==> src/rtl/aes_pkg.sv <==
// Shared types and widths for the AES front-end flush controller.
package aes_pkg;

    localparam int AES_DATA_W = 128;
    localparam int AES_KEY_L  = 128;

    typedef enum logic [2:0] {
        IDLE,
        DRAIN,
        QUIET,
        DONE,
        ERR
    } flush_state_e;

endpackage

==> src/rtl/aes_inflight_cnt.sv <==
// Saturating up/down counter of blocks in the core pipeline, with an underflow event flag.
module aes_inflight_cnt #(
    parameter int MAX   = 32,
    parameter int CNT_W = $clog2(MAX + 1)
) (
    input  logic             clk,
    input  logic             reset_n,
    input  logic             inc,
    input  logic             dec,
    output logic [CNT_W-1:0] count,
    output logic [CNT_W-1:0] count_next,
    output logic             underflow
);

    localparam logic [CNT_W-1:0] MAX_CNT = CNT_W'(MAX);

    always_comb begin
        // NOTE: every output of this block gets a default first, so no path leaves it unassigned (no latch).
        count_next = count;
        underflow  = 1'b0;
        unique case ({inc, dec})
            2'b10: begin
                if (count != MAX_CNT) count_next = count + 1'b1;
            end
            2'b01: begin
                if (count == '0) underflow = 1'b1;
                else             count_next = count - 1'b1;
            end
            default: ;
        endcase
    end

    always_ff @(posedge clk) begin
        // NOTE: sequential state uses non-blocking assignments so every flop samples pre-edge values.
        if (!reset_n) count <= '0;
        else          count <= count_next;
    end

endmodule

==> src/rtl/aes_flush_ctrl.sv <==
// Front-end stage ahead of aes_top: registers data/key beats into the core, tracks in-flight
// blocks, and runs the flush handshake (quiesce, drain, quiet window, flush_done pulse).
module aes_flush_ctrl
    import aes_pkg::*;
#(
    parameter int DATA_W       = AES_DATA_W,
    parameter int KEY_L        = AES_KEY_L,
    parameter int MAX_INFLIGHT = 32,
    parameter int QUIET_CYCLES = 2,
    parameter int DRAIN_TMO    = 255
) (
    input  logic              clk,
    input  logic              reset_n,
    input  logic              s_data_valid,
    input  logic [DATA_W-1:0] s_plain_text,
    input  logic              s_key_valid,
    input  logic [KEY_L-1:0]  s_cipher_key,
    output logic              s_ready,
    output logic              data_valid_in,
    output logic [DATA_W-1:0] plain_text,
    output logic              cipherkey_valid_in,
    output logic [KEY_L-1:0]  cipher_key,
    input  logic              core_valid_out,
    input  logic              flush_req,
    output logic              flush,
    output logic              flush_done,
    output logic              busy,
    output logic              err
);

    localparam int CNT_W = $clog2(MAX_INFLIGHT + 1);
    localparam int TMO_W = $clog2(DRAIN_TMO + 1);
    localparam int QC_W  = $clog2(QUIET_CYCLES + 1);

    localparam logic [CNT_W-1:0] MAX_CNT  = CNT_W'(MAX_INFLIGHT);
    localparam logic [TMO_W-1:0] TMO_LAST = TMO_W'(DRAIN_TMO - 1);
    localparam logic [QC_W-1:0]  QC_LAST  = QC_W'(QUIET_CYCLES - 1);

    flush_state_e     state;
    logic [CNT_W-1:0] inflight;
    logic [CNT_W-1:0] inflight_next;
    logic             underflow;
    logic [TMO_W-1:0] tmo;
    logic [QC_W-1:0]  qcnt;

    logic base_ready;
    logic key_acc;
    logic data_acc;
    logic tmo_expire;

    // A key load must not overtake blocks already in the core, so it waits for an empty pipe.
    assign base_ready = (state == IDLE) && !flush_req && (inflight < MAX_CNT) && !err;
    assign s_ready    = base_ready && (!s_key_valid || (inflight == '0));
    assign key_acc    = s_key_valid && s_ready;
    assign data_acc   = s_data_valid && !s_key_valid && s_ready;

    // Drain is judged on the post-edge count so QUIET starts right after the last result.
    assign tmo_expire = (state == DRAIN) && (inflight_next != '0) && (tmo == TMO_LAST);

    aes_inflight_cnt #(
        .MAX   (MAX_INFLIGHT),
        .CNT_W (CNT_W)
    ) u_inflight_cnt (
        .clk        (clk),
        .reset_n    (reset_n),
        .inc        (data_acc),
        .dec        (core_valid_out),
        .count      (inflight),
        .count_next (inflight_next),
        .underflow  (underflow)
    );

    always_ff @(posedge clk) begin
        // NOTE: datapath registers are reset too, because the core must see all-zero inputs out of reset.
        if (!reset_n) begin
            data_valid_in      <= 1'b0;
            cipherkey_valid_in <= 1'b0;
            plain_text         <= '0;
            cipher_key         <= '0;
        end else begin
            data_valid_in      <= data_acc;
            cipherkey_valid_in <= key_acc;
            if (data_acc) plain_text <= s_plain_text;
            if (key_acc)  cipher_key <= s_cipher_key;
        end
    end

    always_ff @(posedge clk) begin
        if (!reset_n) err <= 1'b0;
        else if (underflow || tmo_expire) err <= 1'b1;
    end

    always_ff @(posedge clk) begin
        if (!reset_n) begin
            state      <= IDLE;
            tmo        <= '0;
            qcnt       <= '0;
            flush      <= 1'b0;
            flush_done <= 1'b0;
            busy       <= 1'b0;
        end else begin
            flush_done <= 1'b0;
            unique case (state)
                IDLE: begin
                    if (flush_req) begin
                        state <= DRAIN;
                        tmo   <= '0;
                        flush <= 1'b1;
                        busy  <= 1'b1;
                    end
                end
                DRAIN: begin
                    if (inflight_next == '0) begin
                        state <= QUIET;
                        tmo   <= '0;
                        qcnt  <= '0;
                    end else if (tmo_expire) begin
                        state <= ERR;
                    end else begin
                        tmo <= tmo + 1'b1;
                    end
                end
                QUIET: begin
                    if (core_valid_out) begin
                        qcnt <= '0;
                    end else if (qcnt == QC_LAST) begin
                        state      <= DONE;
                        flush_done <= 1'b1;
                    end else begin
                        qcnt <= qcnt + 1'b1;
                    end
                end
                DONE: begin
                    if (!flush_req) begin
                        state <= IDLE;
                        flush <= 1'b0;
                        busy  <= 1'b0;
                    end
                end
                ERR: begin
                    flush <= 1'b1;
                    busy  <= 1'b1;
                end
                default: begin
                    state <= IDLE;
                    flush <= 1'b0;
                    busy  <= 1'b0;
                end
            endcase
        end
    end

endmodule
==> config.mk <==
export PLATFORM = sky130hd
export DESIGN_NAME = aes_flush_ctrl
export DESIGN_NICKNAME = d
export VERILOG_FILES = /design/src/rtl/aes_pkg.sv /design/src/rtl/aes_inflight_cnt.sv /design/src/rtl/aes_flush_ctrl.sv
export SDC_FILE = /design/constraint.sdc
export NUM_CORES = 1
export LEC_CHECK = 0
export ABC_AREA = 1
export CAP_MARGIN = 20
export CELL_PAD_IN_SITES_DETAIL_PLACEMENT = 0
export CELL_PAD_IN_SITES_GLOBAL_PLACEMENT = 1
export CORE_ASPECT_RATIO = 1.25
export CORE_MARGIN = 1.5
export CORE_UTILIZATION = 25
export DETAILED_ROUTE_END_ITERATION = 6
export GPL_TIMING_DRIVEN = 0
export PLACE_DENSITY_LB_ADDON = 0.1
export SYNTH_ARGS = -nofsm -noshare
export SYNTH_HDL_FRONTEND = slang
export SYNTH_SLANG_ARGS = --single-unit
==> constraint.sdc <==
create_clock -name clk -period 2.8 [get_ports clk]
set_input_delay 0.56 -clock clk [delete_from_list [all_inputs] [get_ports clk]]
set_output_delay 0.56 -clock clk [all_outputs]
set_load 0.01 [all_outputs]
==> results.md, run 1 <==
- Result of the run: completed
- Die W: 188 um
- Per-cell via count in the routed design: 4.44
- Floorplan die height: 234 um
- RSZ-0062 raised after global routing: no
- Total vias in the final route: 11,196
- TritonCTS clock tree: built
- Maximum number of pins on one net before global-route repair: 19
- Setup violators final: 0
- Ratio of final minimum period to clock period: 96.5%
- Number of routed nets with antenna violations: 0
- Leak pwr: 6.47 nW
- Area of the die: 43,800 sq um
- Post-Synthesis Cell Area: 10,600 sq um
- NumNets Final: 2,210
- Hold Fails Final Rpt: 0
- Worst hold slack after final layout: 0.459 ns
- Hold-critical path endpoint: cipher_key[101]$_SDFFE_PN0P_
- Worst-case headroom to the max-slew limit: 24.1%
- Number of buffers added to fix hold violations after cts: 0
- Cells on worst reg2reg path: 18
- Worst slew pin tran: 1.13 ns
- All-Layer GR Usage: 20.1%
- Highest-count cells in the layout ignoring fill and taps: sky130_fd_sc_hd__clkdlybuf4s50_1, sky130_fd_sc_hd__nor2_1, sky130_fd_sc_hd__dfxtp_1
- Max_cap viols: 0
- Placeable Area: 42,000 sq um
- Post-layout min period: 2.70 ns
- Finished Layout Cells: 2,523
- Syn Nets: 1,642
- Commonest non-fill, non-tap cell in the layout: sky130_fd_sc_hd__clkdlybuf4s50_1
- Origin of the critical flop-to-flop path: state[1]$_SDFFE_PN0P_
- Hold path cells: 2
- Arrival time at the worst endpoint: 2.14 ns
- Initial DRC Count: 384
- Final Routed Wirelength: 46.1 mm
- Flops & latches, synth: 280
- Total number of H-tree levels: 2
- Worst setup skew after layout: 0.0198 ns
- Category of the most critical setup path: reg2out
- Number of max-slew violations in the final report: 0
- Worst hold path startpoint: cipher_key[101]$_SDFFE_PN0P_
- Cell count after placement: 2,454
- Via count of the first global-routing pass: 10,733
- Buffer cell driving the clock tree root: sky130_fd_sc_hd__clkbuf_16
- Detailed-route DRC error count: 0
- Area growth from synthesis to layout: 68.1%
- Site row count: 84
- Clock-pin transition on the worst setup and hold timing paths: 0.06 ns
- Residual overflow from global routing: 0
- Share of the yosys chip area belonging to registers: 52.7%
- Worst IR drop on VDD: 464 uV
- Worst-Skew Late Latency: 0.52 ns
- Count of boundary I/O pins: 525
- Average wire per standard cell: 18.3 um
- Register-to-Register Setup Slack: 0.22 ns
- Global placement routability congestion: 0.829
- Data required time of the worst path: 2.24 ns
- I/O Buffers: 523
- Proportion of layout cells with a drive suffix above 1: 7.30%
- Number of fill cells: 4,334
- Fraction of registers with async set or reset after synthesis: 0%
- Avg Cell Area, Syn: 7.76 sq um
- TritonCTS sink count: 280
- Post-Synthesis Cells: 1,372
- Number of warning messages in the yosys log: 0
- Kind of capture point of the worst setup path: output port
- Number of unique standard cell types used by synthesis: 31
- CP Max Fanout: 10
- Global-route wire length before repair: 67.0 mm
- Synth Flop Type: sky130_fd_sc_hd__dfxtp_1
- Number of antenna violations at the first check in global routing: 6
- Router iterations before antenna repair: 5
- Cell Pwr Density: 722 nW/um^2
- Endpoint of the most critical register-to-register path: tmo[5]$_SDFFE_PN0P_
- Maximum buffer depth of the clock tree: 3
- Inserted Clock Buffers: 34
- Number of enable-type register cells in the synthesized netlist: 0
- Timing-limited maximum frequency: 370 MHz
- Type of the worst min-delay path: reg2reg
- Startpoint types: flip-flop
- Sum of net half-perimeters after detailed placement: 35.7 mm
- Initial core utilization: 25.3%
registers in the layout (all words and copies together), names as in the netlist:
name / flops
busy: 1
tmo: 8
err: 1
state: 3
qcnt: 2
flush_done: 1
u_inflight_cnt.count: 6
plain_text: 128
cipherkey_valid_in: 1
cipher_key: 128
data_valid_in: 1
per-stage QoR:
stage	setup slack, ns	setup TNS [ns]	util (%)	total power [mW]	cell area (sq um)
finish	0.0978	0	42.6	12.9	17900
global route	0.00201	0	42.6	13.7	17900
CTS	0.00619	0	42.3	13.1	17800
detailed placement	-1.17	-18.45	39.4	8.48	16600
global placement	-1.14	-17.66	39.4	8.47	16600
floorplan	0.0759	0	-	6.62	10600
Yosys cell counts (2+ instances only):
| master | n | area [sq um] |
|---|---|---|
| sky130_fd_sc_hd__nand3_1 | 149 | 746 |
| sky130_fd_sc_hd__nand2_4 | 2 | 22.5 |
| sky130_fd_sc_hd__nor3_1 | 3 | 15.0 |
| sky130_fd_sc_hd__buf_6 | 11 | 124 |
| sky130_fd_sc_hd__nand3_2 | 3 | 30.0 |
| sky130_fd_sc_hd__xor2_1 | 6 | 52.6 |
| sky130_fd_sc_hd__buf_4 | 18 | 135 |
| sky130_fd_sc_hd__dfxtp_1 | 280 | 5610 |
| sky130_fd_sc_hd__nor2_1 | 288 | 1080 |
| sky130_fd_sc_hd__nand2_1 | 197 | 739 |
| sky130_fd_sc_hd__nand2_2 | 3 | 18.8 |
| sky130_fd_sc_hd__nor2_2 | 4 | 25.0 |
| sky130_fd_sc_hd__clkbuf_1 | 57 | 214 |
| sky130_fd_sc_hd__nand4_1 | 7 | 43.8 |
| sky130_fd_sc_hd__buf_2 | 18 | 90.1 |
| sky130_fd_sc_hd__ha_1 | 8 | 100 |
| sky130_fd_sc_hd__inv_1 | 28 | 105 |
| sky130_fd_sc_hd__inv_2 | 5 | 18.8 |
| sky130_fd_sc_hd__o21ai_0 | 129 | 646 |
| sky130_fd_sc_hd__a21oi_1 | 145 | 726 |
cell type report:
type | count | area, sq um | area share [%]
Clock buffer | 51 | 1060 | 5.91
Inverter | 33 | 136 | 0.762
Antenna cell | 4 | 10.0 | 0.0559
Buffer | 102 | 574 | 3.21
Tap cell | 559 | 699 | 3.91
Sequential cell | 280 | 5610 | 31.3
Timing Repair Buffer | 534 | 5320 | 29.7
Clock inverter | 5 | 52.6 | 0.294
Multi-Input combinational cell | 955 | 4440 | 24.8
power by group:
group          switching (mW)  total [mW]  leakage [nW]  internal (mW)
Clock                    1.75        4.44         0.547           2.69
Combinational            1.95        3.74          3.65           1.79
Sequential              0.281        4.74          2.28           4.46
Total                    3.98        12.9          6.47           8.94
kinds of logic after synthesis:
family                   count (synthesis)  share of synthesized area, %
buffers and inverters                  137                          6.45
AO/OA/AOI/OAI                          277                          13.1
flip-flops                             280                          52.7
XOR/XNOR                                 7                         0.576
adder cells (fa/ha/maj)                  8                         0.940
AND/OR/NAND/NOR                        663                          26.3
worst max path at each step:
stage,from,to,cells past startpoint,slack [ns]
2_1_floorplan,flush_req,tmo[5]$_SDFFE_PN0P_,17,0.08
3_3_place_gp,flush_req,tmo[5]$_SDFFE_PN0P_,19,-1.14
3_5_place_dp,flush_req,tmo[5]$_SDFFE_PN0P_,19,-1.17
4_1_cts,state[1]$_SDFFE_PN0P_,tmo[5]$_SDFFE_PN0P_,18,0.006
5_1_grt,state[1]$_SDFFE_PN0P_,tmo[5]$_SDFFE_PN0P_,18,0.002
6_report,u_inflight_cnt.count[1]$_SDFF_PN0_,s_ready,7,0.1
repair_timing:
| action | 4_1_cts | 5_1_grt |
|---|---|---|
| buffers inserted | 5 | 6 |
| pin swaps | 3 | 11 |
| gates resized for setup | 21 | 14 |
| endpoints found under the setup margin | 16 | 15 |
worst max-delay path, cell delays in order (launching register included):
cell	delay, ns
sky130_fd_sc_hd__dfxtp_1	0.47
sky130_fd_sc_hd__inv_1	0.10
sky130_fd_sc_hd__ha_1	0.22
sky130_fd_sc_hd__nand3_2	0.12
sky130_fd_sc_hd__inv_1	0.07
sky130_fd_sc_hd__o21a_1	0.19
sky130_fd_sc_hd__buf_6	0.15
sky130_fd_sc_hd__dlygate4sd2_1	0.31
metal layers:
layer | global-route usage, % | share of wire [%] | vias to the layer above | wire length (um)
met3 | 8.11 | 9.6 | 77 | 4440
met5 | 0 | 0.046 | - | 21
met1 | 21.3 | 38 | 5050 | 17300
li1 | - | - | 5649 | -
met2 | 35.5 | 49 | 416 | 22700
met4 | 7.95 | 3.5 | 4 | 1600
(Power assumes the default switching activity.)
==> inputs of run 2 (changes only) <==
Settings changed: CORE_AREA set to 2 2 203 205, CORE_ASPECT_RATIO 1.25 to unset, CORE_MARGIN 1.5 to unset, CORE_UTILIZATION 25 to unset, DIE_AREA set to 0 0 205 207.
Clock period 2.8 ns to 3.4 ns, I/O delays scaled along.
==> run 2 against run 1 <==
Compared with the run above:
- sequential cell count did not move
- final area is 0.79% lower
- count of clock-buffer cells in the layout is 4 higher
- non-clock buffer count decreased by 8
- routed wire length decreased by 4.0%
- power shrank 18%
- critical path depth unchanged
- die area is 3.2% lower
==> results.md, run 2 (same netlist as run 1, synthesis figures left out) <==
- Initial core utilization: 26.4% (+1.0 points)
- Category of the most critical setup path: in2out
- Slowest stage cell on the critical path: sky130_fd_sc_hd__clkdlybuf4s50_1
- Type of the worst min-delay path: reg2reg
- Cell Pwr Density: 599 nW/um^2 (-17%)
- RSZ-0062 raised after global routing: no
- Critical path's largest stage delay: 0.55 ns (+0.08 ns)
- Buffer cell driving the clock tree root: sky130_fd_sc_hd__clkbuf_16
- Final Routed Wirelength: 44.2 mm (-4.0%)
- Number of routed nets with antenna violations: 0 (unchanged)
- Top Registers: cipher_key x128, plain_text x128, tmo x8
- Number of buffers added to fix hold violations after cts: 0 (unchanged)
- Most numerous cell on the critical path: sky130_fd_sc_hd__clkdlybuf4s50_1
- TritonCTS sink count: 280 (unchanged)
- Result of the run: completed
- Worst-case headroom to the max-slew limit: 47.2% (+23 points)
- Highest-count cells in the layout ignoring fill and taps: sky130_fd_sc_hd__clkdlybuf4s50_1, sky130_fd_sc_hd__nor2_1, sky130_fd_sc_hd__dfxtp_1
- Count of boundary I/O pins: 525 (unchanged)
- Post-layout min period: 3.25 ns
- Arrival time at the worst endpoint: 2.57 ns (+0.43 ns)
- Number of antenna violations at the first check in global routing: 5 (-1)
- I/O Buffers: 523 (unchanged)
- Clock-pin transition on the worst setup and hold timing paths: 0.06 ns (about the same)
- Initial DRC Count: 538 (+40%)
- Die W: 205 um (+9.3%)
- CP Max Fanout: 10 (unchanged)
- Total number of H-tree levels: 2 (unchanged)
- Maximum number of pins on one net before global-route repair: 13 (-6)
- Area growth from synthesis to layout: 66.8%
- Placeable Area: 40,400 sq um (-4.0%)
- Hold Fails Final Rpt: 0 (unchanged)
- Worst path bufs/invs: 3 (-1)
- Area of the die: 42,400 sq um (-3.2%)
- Data required time of the worst path: 2.72 ns (+0.48 ns)
- Via count of the first global-routing pass: 10,857 (+1.2%)
- Leak pwr: 6.43 nW (-0.70%)
- TritonCTS clock tree: built
- Ratio of final minimum period to clock period: 95.7%
- Worst slew pin tran: 0.786 ns (-0.344 ns)
- Inserted Clock Buffers: 34 (unchanged)
- Total power of the final layout: 10.6 mW (-18%)
- Floorplan die height: 207 um (-11%)
- Worst setup skew after layout: 0.0118 ns (-0.00808 ns)
- Site row count: 74 (-12%)
- Max_cap viols: 0 (unchanged)
- Commonest non-fill, non-tap cell in the layout: sky130_fd_sc_hd__clkdlybuf4s50_1
- Router iterations before antenna repair: 4 (-1)
- Setup violators final: 0 (unchanged)
- Timing-limited maximum frequency: 307 MHz
- Maximum buffer depth of the clock tree: 3 (unchanged)
- Startpoint types: input pin
- Top Family by Delay on Critical Path: buffers and inverters
- Global placement routability congestion: 0.814 (-1.9%)
- Kind of capture point of the worst setup path: output port
- Detailed-route DRC error count: 0 (unchanged)
- Number of max-slew violations in the final report: 0 (unchanged)
- Worst IR drop on VDD: 384 uV (-17%)
- Share of the core filled with cells: 44.0% (+1.4 points)
- Cells traversed along the worst timing path: clkdlybuf4s50_1 > nor3_4 > nand2_1 > nor2_1 > o21a_1 > buf_4 > clkdlybuf4s50_1
- Worst-Skew Late Latency: 0.53 ns (about the same)
- Proportion of layout cells with a drive suffix above 1: 6.44% (-0.85 points)
- Per-cell via count in the routed design: 4.43 (-0.26%)
- Sum of net half-perimeters after detailed placement: 33.8 mm (-5.3%)
- NumNets Final: 2,202 (-0.36%)
- Total vias in the final route: 11,025 (-1.5%)
- All-Layer GR Usage: 20.2% (+0.085 points)
- Residual overflow from global routing: 0 (unchanged)
- Global-route wire length before repair: 65.9 mm (-1.6%)
- Average wire per standard cell: 17.8 um (-2.7%)
==> run 2: changes by cell type in the layout (fill, tap and decap cells not counted), moves of 3 or more <==
cell and delta:
sky130_fd_sc_hd__nand2_2 -3, sky130_fd_sc_hd__dfxtp_1 +3, sky130_fd_sc_hd__buf_4 -8, sky130_fd_sc_hd__clkbuf_1 +3
sky130_fd_sc_hd__nand2_1 +4, sky130_fd_sc_hd__dfxtp_2 -3
==> run 2: per-stage QoR <==
| stage | hold slack (ns) | TNS (ns) | std cells | area, sq um | setup WS [ns] |
|---|---|---|---|---|---|
| after global routing | 0.470 | 0 | 2491 | 17800 | 0.0323 |
| after global placement | 0.448 | -7.86 | 2427 | 16500 | -0.640 |
| after CTS | 0.461 | 0 | 2487 | 17700 | 0.00232 |
| after floorplan | 0.435 | 0 | 1372 | 10600 | 0.556 |
| final | 0.458 | 0 | 2491 | 17800 | 0.147 |
| after detailed placement | 0.452 | -8.55 | 2427 | 16500 | -0.687 |
==> run 2: path summary, 6_finish.rpt <==
kind | startpoint | end | slack, ns | depth (start not counted)
setup / recovery | flush_req | s_ready | 0.15 | 7
hold / removal | cipher_key[121]$_SDFFE_PN0P_ | cipher_key[121]$_SDFFE_PN0P_ | 0.46 | 2
setup reg to reg | state[1]$_SDFFE_PN0P_ | tmo[5]$_SDFFE_PN0P_ | 0.36 | 20
hold reg to reg | cipher_key[121]$_SDFFE_PN0P_ | cipher_key[121]$_SDFFE_PN0P_ | 0.46 | 2
==> run 2: layout make-up <==
cell class,count,area [sq um]
diodes,3,7.51
inverters,33,124
clock inverters,5,77.6
flip-flops and latches,280,5610
well taps,532,666
multi-input cells,955,4380
clock buffers,55,1080
plain buffers,103,567
repair buffers,525,5250
fillers,4181,22600
==> run 2: repair_timing <==
item / 4_1_cts / 5_1_grt
gates resized for setup: 4 / 7
endpoints found under the setup margin: 12 / 13
buffers inserted: 0 / 2
gates cloned: 0 / 0
pin swaps: 0 / 2
==> run 2: worst min-delay path: stages, from the launching register on <==
cell	delay, ns
sky130_fd_sc_hd__dfxtp_1	0.31
sky130_fd_sc_hd__nand2_1	0.06
sky130_fd_sc_hd__a21oi_1	0.05
==> run 2: routing by layer <==
layer / part of all wire (%) / track usage [%]
met2: 46 / 33.4
met5: 0.027 / 0
met3: 10 / 8.31
met1: 41 / 23.2
met4: 2.8 / 7.52
==> run 2: power by group <==
part           internal [mW]  switching [mW]  total [mW]
Sequential              3.67           0.225        3.89
Clock                   2.33            1.44        3.77
Combinational           1.43            1.54        2.98
Total                   7.43            3.21        10.6
